==> src/rtl/control_riesgos.sv <==
// Hazard/stall controller for the 5-stage MIPS32 pipeline: drives PC, IF/ID and ID/EX
// enables and flushes, and keeps a saturating bubble counter plus a sticky memory-timeout flag.
module control_riesgos #(
  parameter int ANCHO_CNT     = 16,
  parameter int LIMITE_ESPERA = 64
) (
  input  logic                 clock,
  input  logic                 reset,
  input  logic [4:0]           id_rs,
  input  logic [4:0]           id_rt,
  input  logic                 id_usa_rt,
  input  logic                 ex_memRead,
  input  logic [4:0]           ex_rt,
  input  logic                 ex_salto_tomado,
  input  logic                 imem_listo,
  output logic                 pc_write,
  output logic                 if_id_write,
  output logic                 if_id_flush,
  output logic                 id_ex_flush,
  output logic [1:0]           estado,
  output logic [ANCHO_CNT-1:0] cnt_burbujas,
  output logic                 error_mem
);

  localparam int ANCHO_ESP  = $clog2(LIMITE_ESPERA + 1);
  localparam int ANCHO_SUMA = ANCHO_CNT + 1;
  localparam logic [ANCHO_CNT-1:0] CNT_MAX = '1;
  localparam logic [ANCHO_ESP-1:0] ESP_MAX = ANCHO_ESP'(LIMITE_ESPERA);

  typedef enum logic [1:0] {
    NORMAL     = 2'd0,
    BURBUJA    = 2'd1,
    ESPERA_MEM = 2'd2,
    INVALIDO   = 2'd3
  } estado_e;

  estado_e                estado_q, estado_d;
  logic [ANCHO_CNT-1:0]   cnt_q, cnt_d;
  logic [ANCHO_SUMA-1:0]  suma;
  logic [1:0]             incr;
  logic [ANCHO_ESP-1:0]   espera_q, espera_d;
  logic                   error_q, error_d;
  logic                   carga_uso;

  // The bubble slot itself must not re-detect the same load, or one load would stall twice.
  assign carga_uso = ex_memRead && (ex_rt != 5'd0)
                  && ((ex_rt == id_rs) || (id_usa_rt && (ex_rt == id_rt)))
                  && (estado_q != BURBUJA);

  always_comb begin
    // NOTE: every signal gets a default before the priority chain so no path leaves it unassigned and no latch is inferred.
    pc_write    = 1'b1;
    if_id_write = 1'b1;
    if_id_flush = 1'b0;
    id_ex_flush = 1'b0;
    incr        = 2'd0;
    estado_d    = NORMAL;

    if (ex_salto_tomado) begin
      if_id_flush = 1'b1;
      id_ex_flush = 1'b1;
      incr        = 2'd2;
      estado_d    = imem_listo ? NORMAL : ESPERA_MEM;
    end else if (carga_uso) begin
      pc_write    = 1'b0;
      if_id_write = 1'b0;
      id_ex_flush = 1'b1;
      incr        = 2'd1;
      estado_d    = BURBUJA;
    end else if (!imem_listo) begin
      pc_write    = 1'b0;
      if_id_flush = 1'b1;
      incr        = 2'd1;
      estado_d    = ESPERA_MEM;
    end

    // Held in reset, the pipeline is frozen and both pipeline registers read as NOPs.
    if (!reset) begin
      pc_write    = 1'b0;
      if_id_write = 1'b0;
      if_id_flush = 1'b1;
      id_ex_flush = 1'b1;
    end
  end

  // One extra carry bit turns saturation into a simple overflow test.
  assign suma  = {1'b0, cnt_q} + ANCHO_SUMA'(incr);
  assign cnt_d = suma[ANCHO_CNT] ? CNT_MAX : suma[ANCHO_CNT-1:0];

  assign espera_d = imem_listo            ? '0
                  : (espera_q == ESP_MAX) ? espera_q
                  :                         espera_q + ANCHO_ESP'(1);
  assign error_d  = error_q || (espera_d == ESP_MAX);

  always_ff @(posedge clock or negedge reset) begin
    if (!reset) begin
      estado_q <= NORMAL;
      cnt_q    <= '0;
      espera_q <= '0;
      error_q  <= 1'b0;
    end else begin
      // NOTE: non-blocking assignments so every register samples the pre-edge values.
      estado_q <= estado_d;
      cnt_q    <= cnt_d;
      espera_q <= espera_d;
      error_q  <= error_d;
    end
  end

  assign estado       = estado_q;
  assign cnt_burbujas = cnt_q;
  assign error_mem    = error_q;

endmodule

==> config.mk <==
export PLATFORM = sky130hd
export DESIGN_NAME = control_riesgos
export DESIGN_NICKNAME = d
export VERILOG_FILES = /design/src/rtl/control_riesgos.sv
export SDC_FILE = /design/constraint.sdc
export NUM_CORES = 1
export LEC_CHECK = 0
export BUFFER_PORTS_ARGS = -buffer_cell sky130_fd_sc_hd__buf_2
export CAP_MARGIN = 20
export CORE_ASPECT_RATIO = 0.5
export CORE_MARGIN = 2
export CORE_UTILIZATION = 50
export DETAILED_ROUTE_END_ITERATION = 8
export PLACE_DENSITY = 0.88
export SLEW_MARGIN = 20
export SYNTH_ARGS = -nofsm -noshare
export SYNTH_HDL_FRONTEND = slang
export SYNTH_SLANG_ARGS = --single-unit
==> constraint.sdc <==
create_clock -name clock -period 7.47 [get_ports clock]
set_input_delay 0.747 -clock clock [delete_from_list [all_inputs] [get_ports clock]]
set_output_delay 0.747 -clock clock [all_outputs]
set_load 0.05 [all_outputs]
==> impl_metrics.tcl, run 1 <==
set metrics [dict create \
    critPathRequiredTime_ps 7690 \
    max_cap_viol_count 0 \
    gr-usage-all-layers 0.1873 \
    final_common_cell "buf_2" \
    core_um2 3013 \
    worstSetupPathType "input port to flop" \
    async_reset_ff_frac 1.000 \
    final_cell_mix "buf_2 (43), dfrtp_1 (26), nand2_1 (21)" \
    start_util 0.5282 \
    drive_gt1_frac 0.2692 \
    cts_max_path_buffers 2 \
    tightest_slew_ps 608.4 \
    yosysSeqAreaShare 0.4088 \
    hold_slack_ps 479.5 \
    grt_pass1_vias 1284 \
    drc_errors 0 \
    clock-root-buffer "clkbuf_8" \
    synth-seq-cells 26 \
    synth_top_family_by_area "simple AND/OR/NAND/NOR gates" \
    pin_count 44 \
    multi_input_area_um2 899.6 \
    seq_area_um2 650.6 \
    yosys_warnings 0 \
    intPower_uw 304.4 \
    powerDensity_nw_per_um2 315.4 \
    area_delta_synth_final_pct 18.95 \
    wl_per_cell_um 12.86 \
    post-cts-setup-buffers 0 \
    place_area_um2 1838 \
    grt_pass1_wl_mm 5.464 \
    synth_fa_ha_area_frac 0.04403 \
    synthFlopType "dfrtp_1" \
    power_frac_clock 0.148 \
    final_area_um2 1893 \
    p_switching_uw 292.6 \
    vias_per_cell 5.383 \
    synth_xor_area_frac 0.1431 \
    synth_top_area_share 0.4088 \
    die-area_um2 3678 \
    detail-route-antenna-nets 0 \
    hold_viol_final 0 \
    p_comb_frac 0.468 \
    preCtsSetupSlack_ps 3785 \
    path_max_fanout 13 \
    synth.distinct_cells 43 \
    fin_crit_ps 3406 \
    setup-violations-final 0 \
    synth_largest_area_cell "dfrtp_1" \
    clock_latency_ps 270 \
    worstPathArrival_ps 3620 \
    fin_cells 248 \
    die_h_um 43.90 \
    slew_headroom 0.5944 \
    nFillCells 245 \
    yosys.area_share.simple 0.2626 \
    dr.pass1.iters 4 \
    synthMuxAreaShare 0.02752 \
    vias 1335 \
    synthCells 164 \
    syn_area_um2 1592 \
    fin_worst_skew_ps 6.617 \
    final_max_slew_viol_count 0 \
    final_util 0.6283 \
    die_w_um 83.79 \
    synth-edff-count 0 \
    wl_mm 3.189 \
    status "complete, no violations" \
    synth_compound_area_frac 0.08805 \
    rows 14 \
    fmax_ghz 0.2936 \
    syn_area_per_cell_um2 9.704 \
    rsz0062_at_grt "false" \
    start_kind "input port" \
    end_kind "flop" \
    ir_drop_mv 0.2840 \
    synthTopCellsByArea "dfrtp_1 (41%), xnor2_1 (11%), nand2_1 (5.0%)" \
    power_frac_seq 0.384 \
    final_nets 235 \
    worst_hold_path_type "input port to asynchronous set/reset pin" \
    grt_start_max_net_pins 31 \
    place_hpwl_mm 2.442 \
    synth_nets 190 \
    antenna_found_initial 0 \
    p_leak_nw 0.8559 \
    numCtsBuffers 3 \
    ctsHoldBuffers 0 \
    post-place-cells 244 \
    cts.clk_slew.worst_paths_ps 90 \
    cts_tree "built" \
    num_antenna_cells 0 \
    gp_congestion 0.8243 \
    setup_tns_ps 0 \
    drt_iter0_markers 79 \
    cts_sinks 26 \
    cts-resized-gates 0 \
    period_share 0.4559 \
    overflow 0 \
    switching_share 0.4901 \
    power_uw 597.0 \
    setup_ws_ps 4064 \
    numPortBuffers 43 \
    cts_max_level 1 \
]
-- final cells by class --
type                    count  area share
flip-flops and latches     26      0.3437
inverters                   6     0.01190
repair buffers             43      0.1137
well taps                  40     0.02644
multi-input cells         129      0.4752
clock buffers               4     0.02908
-- cell usage after synthesis, types with 3 or more instances --
library cell / number
nor2_1: 15
xnor2_1: 20
a21oi_1: 3
nor4_1: 3
nand3_1: 8
nor3_1: 3
ha_1: 4
inv_1: 6
nand2_1: 21
mux2_2: 3
xor2_1: 6
nor2b_1: 3
nand4_1: 5
dfrtp_1: 26
-- sequential cells by signal, summed over array words and instances (netlist names) --
register / cells
cnt_burbujas: 16
espera_q: 7
estado: 2
error_mem: 1
-- logic make-up after synthesis --
family,after synthesis
xor gates and xnor gates,26
muxes,4
DFF,26
and+or+nand+nor,75
AOI/OAI and AO/OA,19
adders and majority gates,5
buffers and inverters,9
-- path summary, 6_finish.rpt --
check	startpoint	end	slack (ps)	cells after the start
max	ex_rt[4]	cnt_burbujas[0]$_DFF_PN0_	4060	11
min	reset	cnt_burbujas[0]$_DFF_PN0_	480	1
max reg2reg	estado[1]$_DFF_PN0_	cnt_burbujas[0]$_DFF_PN0_	4560	10
min reg2reg	cnt_burbujas[12]$_DFF_PN0_	cnt_burbujas[12]$_DFF_PN0_	560	1
max in group asynchronous	reset	cnt_burbujas[9]$_DFF_PN0_	6590	1
min in group clock	cnt_burbujas[12]$_DFF_PN0_	cnt_burbujas[12]$_DFF_PN0_	560	1
-- power by group through the flow --
stage                     clock network (mW)  registers [mW]  logic (mW)
after floorplan                            0           0.345      0.0948
after global placement                     0           0.230       0.273
after detailed placement                   0           0.233       0.279
after CTS                             0.0918           0.230       0.281
after global routing                  0.0969           0.237       0.298
final                                 0.0885           0.229       0.279
-- metal layers --
metal	share of wire	vias to the layer above	GRT usage
met5	0	-	0
met4	0.0078	0	0.04516
met3	0.045	5	0.04571
met2	0.51	27	0.3664
met1	0.44	640	0.2126
li1	-	663	-
-- critical path: stages --
cell and delay (ps):
buf_2 120, xnor2_1 170, nand3_1 90, o22ai_1 440, o2bb2ai_1 200, ha_1 200, inv_1 60, fa_1 480
or3_4 440, or3_4 470, or2b_1 180
No activity file was read; power rests on OpenSTA's default activity.
==> run 2, diff against run 1 <==
Settings changed: CORE_UTILIZATION 50 to 47, PLACE_DENSITY 0.88 to 0.87.
Clock period 7.47 ns to 3.04 ns, I/O delays scaled along.
==> run 2 against run 1 <==
Net effect: global-route usage is 1.6 points higher; total power grew to 2.6 times the previous value; largest cell class unchanged; flip-flop and latch count stayed put; cell count is 1.2% higher; count of clock-buffer cells in the layout is 1 lower; utilization is 0.87 points lower; sequential power is 150% higher.
==> impl_metrics.tcl, run 2 (same netlist as run 1, synthesis figures left out) <==
set metrics [dict create \
    wl_mm 3.487 \
    clock-root-buffer "clkbuf_8" \
    cp-endpoint "cnt_burbujas[0]$_DFF_PN0_" \
    final_area_um2 1932 \
    rsz0062_at_grt "false" \
    die-area_um2 3896 \
    gr-usage-all-layers 0.2036 \
    fmax_ghz 0.3644 \
    overflow 0 \
    antenna_found_initial 0 \
    worst_hold_path_type "input port to asynchronous set/reset pin" \
    cts_max_level 1 \
    pin_count 44 \
    wl_met3_um 81 \
    startpoint "estado[1]$_DFF_PN0_" \
    setup_ws_ps 295.8 \
    grt_pass1_wl_mm 6.044 \
    r2r-end "cnt_burbujas[0]$_DFF_PN0_" \
    numPortBuffers 43 \
    numCtsBuffers 3 \
    place_area_um2 1861 \
    met2WireLength_mm 1.770 \
    drive_gt1_frac 0.2796 \
    path_max_fanout 13 \
    vias_per_cell 5.434 \
    grt_pass1_vias 1378 \
    ctsHoldBuffers 0 \
    r2r_start "estado[1]$_DFF_PN0_" \
    final_util 0.6196 \
    end_kind "flop" \
    start_util 0.5104 \
    worst-path-buf-inv 1 \
    cts_sinks 26 \
    worstSetupPathType "flop to flop" \
    final_common_cell "buf_2" \
    max_stage_delay_ps 470 \
    rows 14 \
    clock_latency_ps 280 \
    tightest_slew_ps 632.7 \
    cts.clk_slew.worst_paths_ps 90 \
    detail-route-antenna-nets 0 \
    final_nets 238 \
    post-place-cells 247 \
    cp_slowest_cell "or3_4" \
    largest_register_ffs 16 \
    place_hpwl_mm 2.531 \
    die_w_um 86.30 \
    core_um2 3118 \
    period_share 0.9027 \
    power_mw 1.566 \
    r2r_setup_slack_ps 300 \
    critPathRequiredTime_ps 3260 \
    setup-violations-final 0 \
    p_leak_nw 0.8774 \
    status "complete, no violations" \
    ff2ff_path_depth 10 \
    crit_chain "nand2b_1, o211ai_1, nor2_1, o2bb2ai_1, ha_1, inv_1, fa_1, or3_4, or3_4, or2b_1" \
    fin_crit_ps 2744 \
    hold_slack_ps 34.46 \
    crit_top_cell "or3_4" \
    gp_congestion 0.8204 \
    cts-resized-gates 0 \
    crit_cells 10 \
    post-cts-setup-buffers 0 \
    drc_errors 0 \
    grt_start_max_net_pins 31 \
    crit_family "simple AND/OR/NAND/NOR gates" \
    start_kind "flop" \
    ir_drop_mv 0.8728 \
    preCtsSetupSlack_ps 196.9 \
    wl_met1_mm 1.587 \
    vias 1364 \
    cts_max_path_buffers 2 \
    worstPathArrival_ps 2970 \
    final_max_slew_viol_count 0 \
    wl_per_cell_um 13.89 \
    cts_tree "built" \
    slew_headroom 0.5782 \
    hold_viol_final 0 \
    area_delta_synth_final_pct 21.38 \
    die_h_um 45.15 \
    final_cell_mix "buf_2 (43), dfrtp_1 (26), nand2_1 (21)" \
    setup_tns_ps 0 \
    fin_cells 251 \
    num_antenna_cells 0 \
    fin_worst_skew_ps 2.747 \
    routed.top_layer "met4" \
    drt_iter0_markers 106 \
    max_cap_viol_count 0 \
    powerDensity_nw_per_um2 810.8 \
    dr.pass1.iters 4 \
]
-- run 2: worst register-to-register path, cell delays in order (launching register included) --
cell and delay, ps:
dfrtp_1 360, nand2b_1 120, o211ai_1 110, nor2_1 250, o2bb2ai_1 170, ha_1 190
inv_1 50, fa_1 370, or3_4 410, or3_4 470, or2b_1 180
-- run 2: area by class of cell --
cell class                      count  area, um^2
Sequential cell                    26       650.6
Tap cell                           40       50.05
Inverter                            6       22.52
Multi-Input combinational cell    129       899.6
Clock inverter                      1       30.03
Clock buffer                        3       41.29
Timing Repair Buffer               46       237.7
Fill cell                         239        1186
-- run 2: power breakdown --
| part | internal, mW | switching, mW |
|---|---|---|
| Sequential | 0.433 | 0.132 |
| Clock | 0.176 | 0.116 |
| Combinational | 0.209 | 0.500 |
| Total | 0.819 | 0.748 |
-- run 2: worst min-delay path by stage --
stage                                 endpoint  cells past startpoint  slack [ps]  startpoint
floorplan            cnt_burbujas[0]$_DFF_PN0_                      0           8       reset
global placement     cnt_burbujas[8]$_DFF_PN0_                      1         340       reset
detailed placement   cnt_burbujas[8]$_DFF_PN0_                      1         360       reset
CTS                  cnt_burbujas[7]$_DFF_PN0_                      1          50       reset
global route        cnt_burbujas[12]$_DFF_PN0_                      1          80       reset
finish               cnt_burbujas[7]$_DFF_PN0_                      1          30       reset
-- run 2: per-layer routing --
metal,global-route usage,vias to the layer above
li1,-,667
met1,0.2506,670
met2,0.3690,22
met3,0.03839,5
met4,0.07500,0
met5,0,-
==> run 3, diff against run 2 <==
Settings changed: PLACE_DENSITY 0.87 to 0.76, REMOVE_ABC_BUFFERS from default to 1.
==> run 3 against run 2 <==
Net effect: combinational power down 1%; clock power shrank 23%; via count decreased by 2.8%; largest cell class unchanged; design area decreased by 0.84%; count of clock-buffer cells in the layout grew 1; sequential share of layout area is 0.29 points higher; flip-flop and latch count stayed put; critical path type unchanged; highest routed layer unchanged; maximum frequency fell by 1.1%; setup slack worse by 31 ps; cell count stayed put; sequential power decreased by 0.9%.
==> impl_metrics.tcl, run 3 (same netlist as run 1, synthesis figures left out) <==
set metrics [dict create \
    hold_viol_final 0 \
    numPortBuffers 43 \
    detail-route-antenna-nets 0 \
    power_frac_clock 0.152 \
    rows 14 \
    grt_pass1_vias 1253 \
    path_max_fanout 13 \
    ctsHoldBuffers 0 \
    gp_congestion 0.8508 \
    cts_max_level 1 \
    vias 1326 \
    slew_headroom 0.5737 \
    met2WireLength_mm 1.566 \
    clock-root-buffer "clkbuf_8" \
    antenna_found_initial 0 \
    drt_iter0_markers 33 \
    start_util 0.5104 \
    routed.top_layer "met4" \
    drive_gt1_frac 0.2796 \
    die_h_um 45.15 \
    pin_count 44 \
    cts_max_path_buffers 2 \
    p_leak_nw 0.8704 \
    switching_share 0.4895 \
    drc_errors 0 \
    cts.clk_slew.worst_paths_ps 90 \
    start_kind "flop" \
    numCtsBuffers 3 \
    worstPathArrival_ps 2990 \
    critPathRequiredTime_ps 3250 \
    area_delta_synth_final_pct 20.36 \
    final_nets 238 \
    grt_pass1_wl_mm 5.250 \
    final_util 0.6144 \
    rsz0062_at_grt "false" \
    status "complete, no violations" \
    wl_per_cell_um 12.60 \
    overflow 0 \
    r2r_start "estado[0]$_DFF_PN0_" \
    die-area_um2 3896 \
    ff2ff_path_depth 10 \
    powerDensity_nw_per_um2 776.0 \
    final_common_cell "buf_2" \
    gr-usage-all-layers 0.1749 \
    grt_start_max_net_pins 31 \
    intPower_uw 758.9 \
    wl_met1_mm 1.450 \
    fin_crit_ps 2775 \
    wl_met3_um 99 \
    setup-violations-final 0 \
    worstSetupPathType "flop to flop" \
    worst_hold_path_type "input port to asynchronous set/reset pin" \
    place_hpwl_mm 2.466 \
    power_mw 1.487 \
    max_cap_viol_count 0 \
    cts-resized-gates 0 \
    r2r_setup_slack_ps 260 \
    wl_mm 3.162 \
    vias_per_cell 5.283 \
    power_frac_seq 0.377 \
    end_kind "flop" \
    tightest_slew_ps 639.4 \
    ir_drop_mv 0.6918 \
    r2r-end "cnt_burbujas[0]$_DFF_PN0_" \
    cts_sinks 26 \
    dr.pass1.iters 4 \
    fin_worst_skew_ps 9.077 \
    p_comb_frac 0.471 \
    clock_latency_ps 280 \
    die_w_um 86.30 \
    fmax_ghz 0.3603 \
    cts_tree "built" \
    final_max_slew_viol_count 0 \
    setup_tns_ps 0 \
    largest_register_ffs 16 \
    num_antenna_cells 0 \
    core_um2 3118 \
    post-cts-setup-buffers 0 \
    p_switching_uw 727.6 \
    final_cell_mix "buf_2 (43), dfrtp_1 (26), nand2_1 (21)" \
    period_share 0.9129 \
]
run 3: changes by cell type in the layout (fill, tap and decap cells not counted):
| cell | before | now |
|---|---|---|
| bufinv_16 | 1 | 0 |
| clkbuf_8 | 3 | 4 |
run 3: worst max-delay path by stage:
stage	start	endpoint	slack, ps	cells past startpoint
2_1_floorplan	estado[1]$_DFF_PN0_	cnt_burbujas[0]$_DFF_PN0_	80	10
3_3_place_gp	ex_rt[0]	cnt_burbujas[0]$_DFF_PN0_	250	11
3_5_place_dp	ex_rt[2]	cnt_burbujas[0]$_DFF_PN0_	150	11
4_1_cts	estado[0]$_DFF_PN0_	cnt_burbujas[0]$_DFF_PN0_	280	10
5_1_grt	estado[1]$_DFF_PN0_	cnt_burbujas[0]$_DFF_PN0_	130	10
6_report	estado[0]$_DFF_PN0_	cnt_burbujas[0]$_DFF_PN0_	260	10
run 3: area by class of cell:
cell class / instances / area [um^2]
fill: 290 / 1202
sequential: 26 / 650.6
multi-input combinational: 129 / 899.6
timing repair buffer: 46 / 237.7
inverter: 6 / 22.52
clock buffer: 4 / 55.05
tap: 40 / 50.05
run 3: critical path: stages, from the launching register on:
cell and delay, ps:
dfrtp_1 390, nand2b_1 90, o211ai_1 130, nor2_1 280
o2bb2ai_1 160, ha_1 190, inv_1 50, fa_1 380
or3_4 410, or3_4 470, or2b_1 180
run 3: per-stage QoR:
step	setup WS (ps)	std cells	hold WS [ps]	cell area [um^2]
after floorplan	84.13	161	8.409	1573
after global placement	248.2	247	353.6	1861
after detailed placement	151.5	247	359.1	1861
after CTS	278.7	251	52.28	1916
after global routing	128.6	251	85.56	1916
final	264.7	251	40.42	1916
run 3: power groups by stage:
stage	clock network [mW]	logic (mW)	registers, mW
2_1_floorplan	0	0.230	0.850
3_3_place_gp	0	0.692	0.565
3_5_place_dp	0	0.703	0.571
4_1_cts	0.235	0.708	0.563
5_1_grt	0.245	0.746	0.581
6_report	0.226	0.700	0.560
run 3: routing by layer:
layer,track usage,vias up
met5,0,-
met4,0.07188,0
met3,0.03291,5
met2,0.3132,25
met1,0.2153,628
li1,-,668
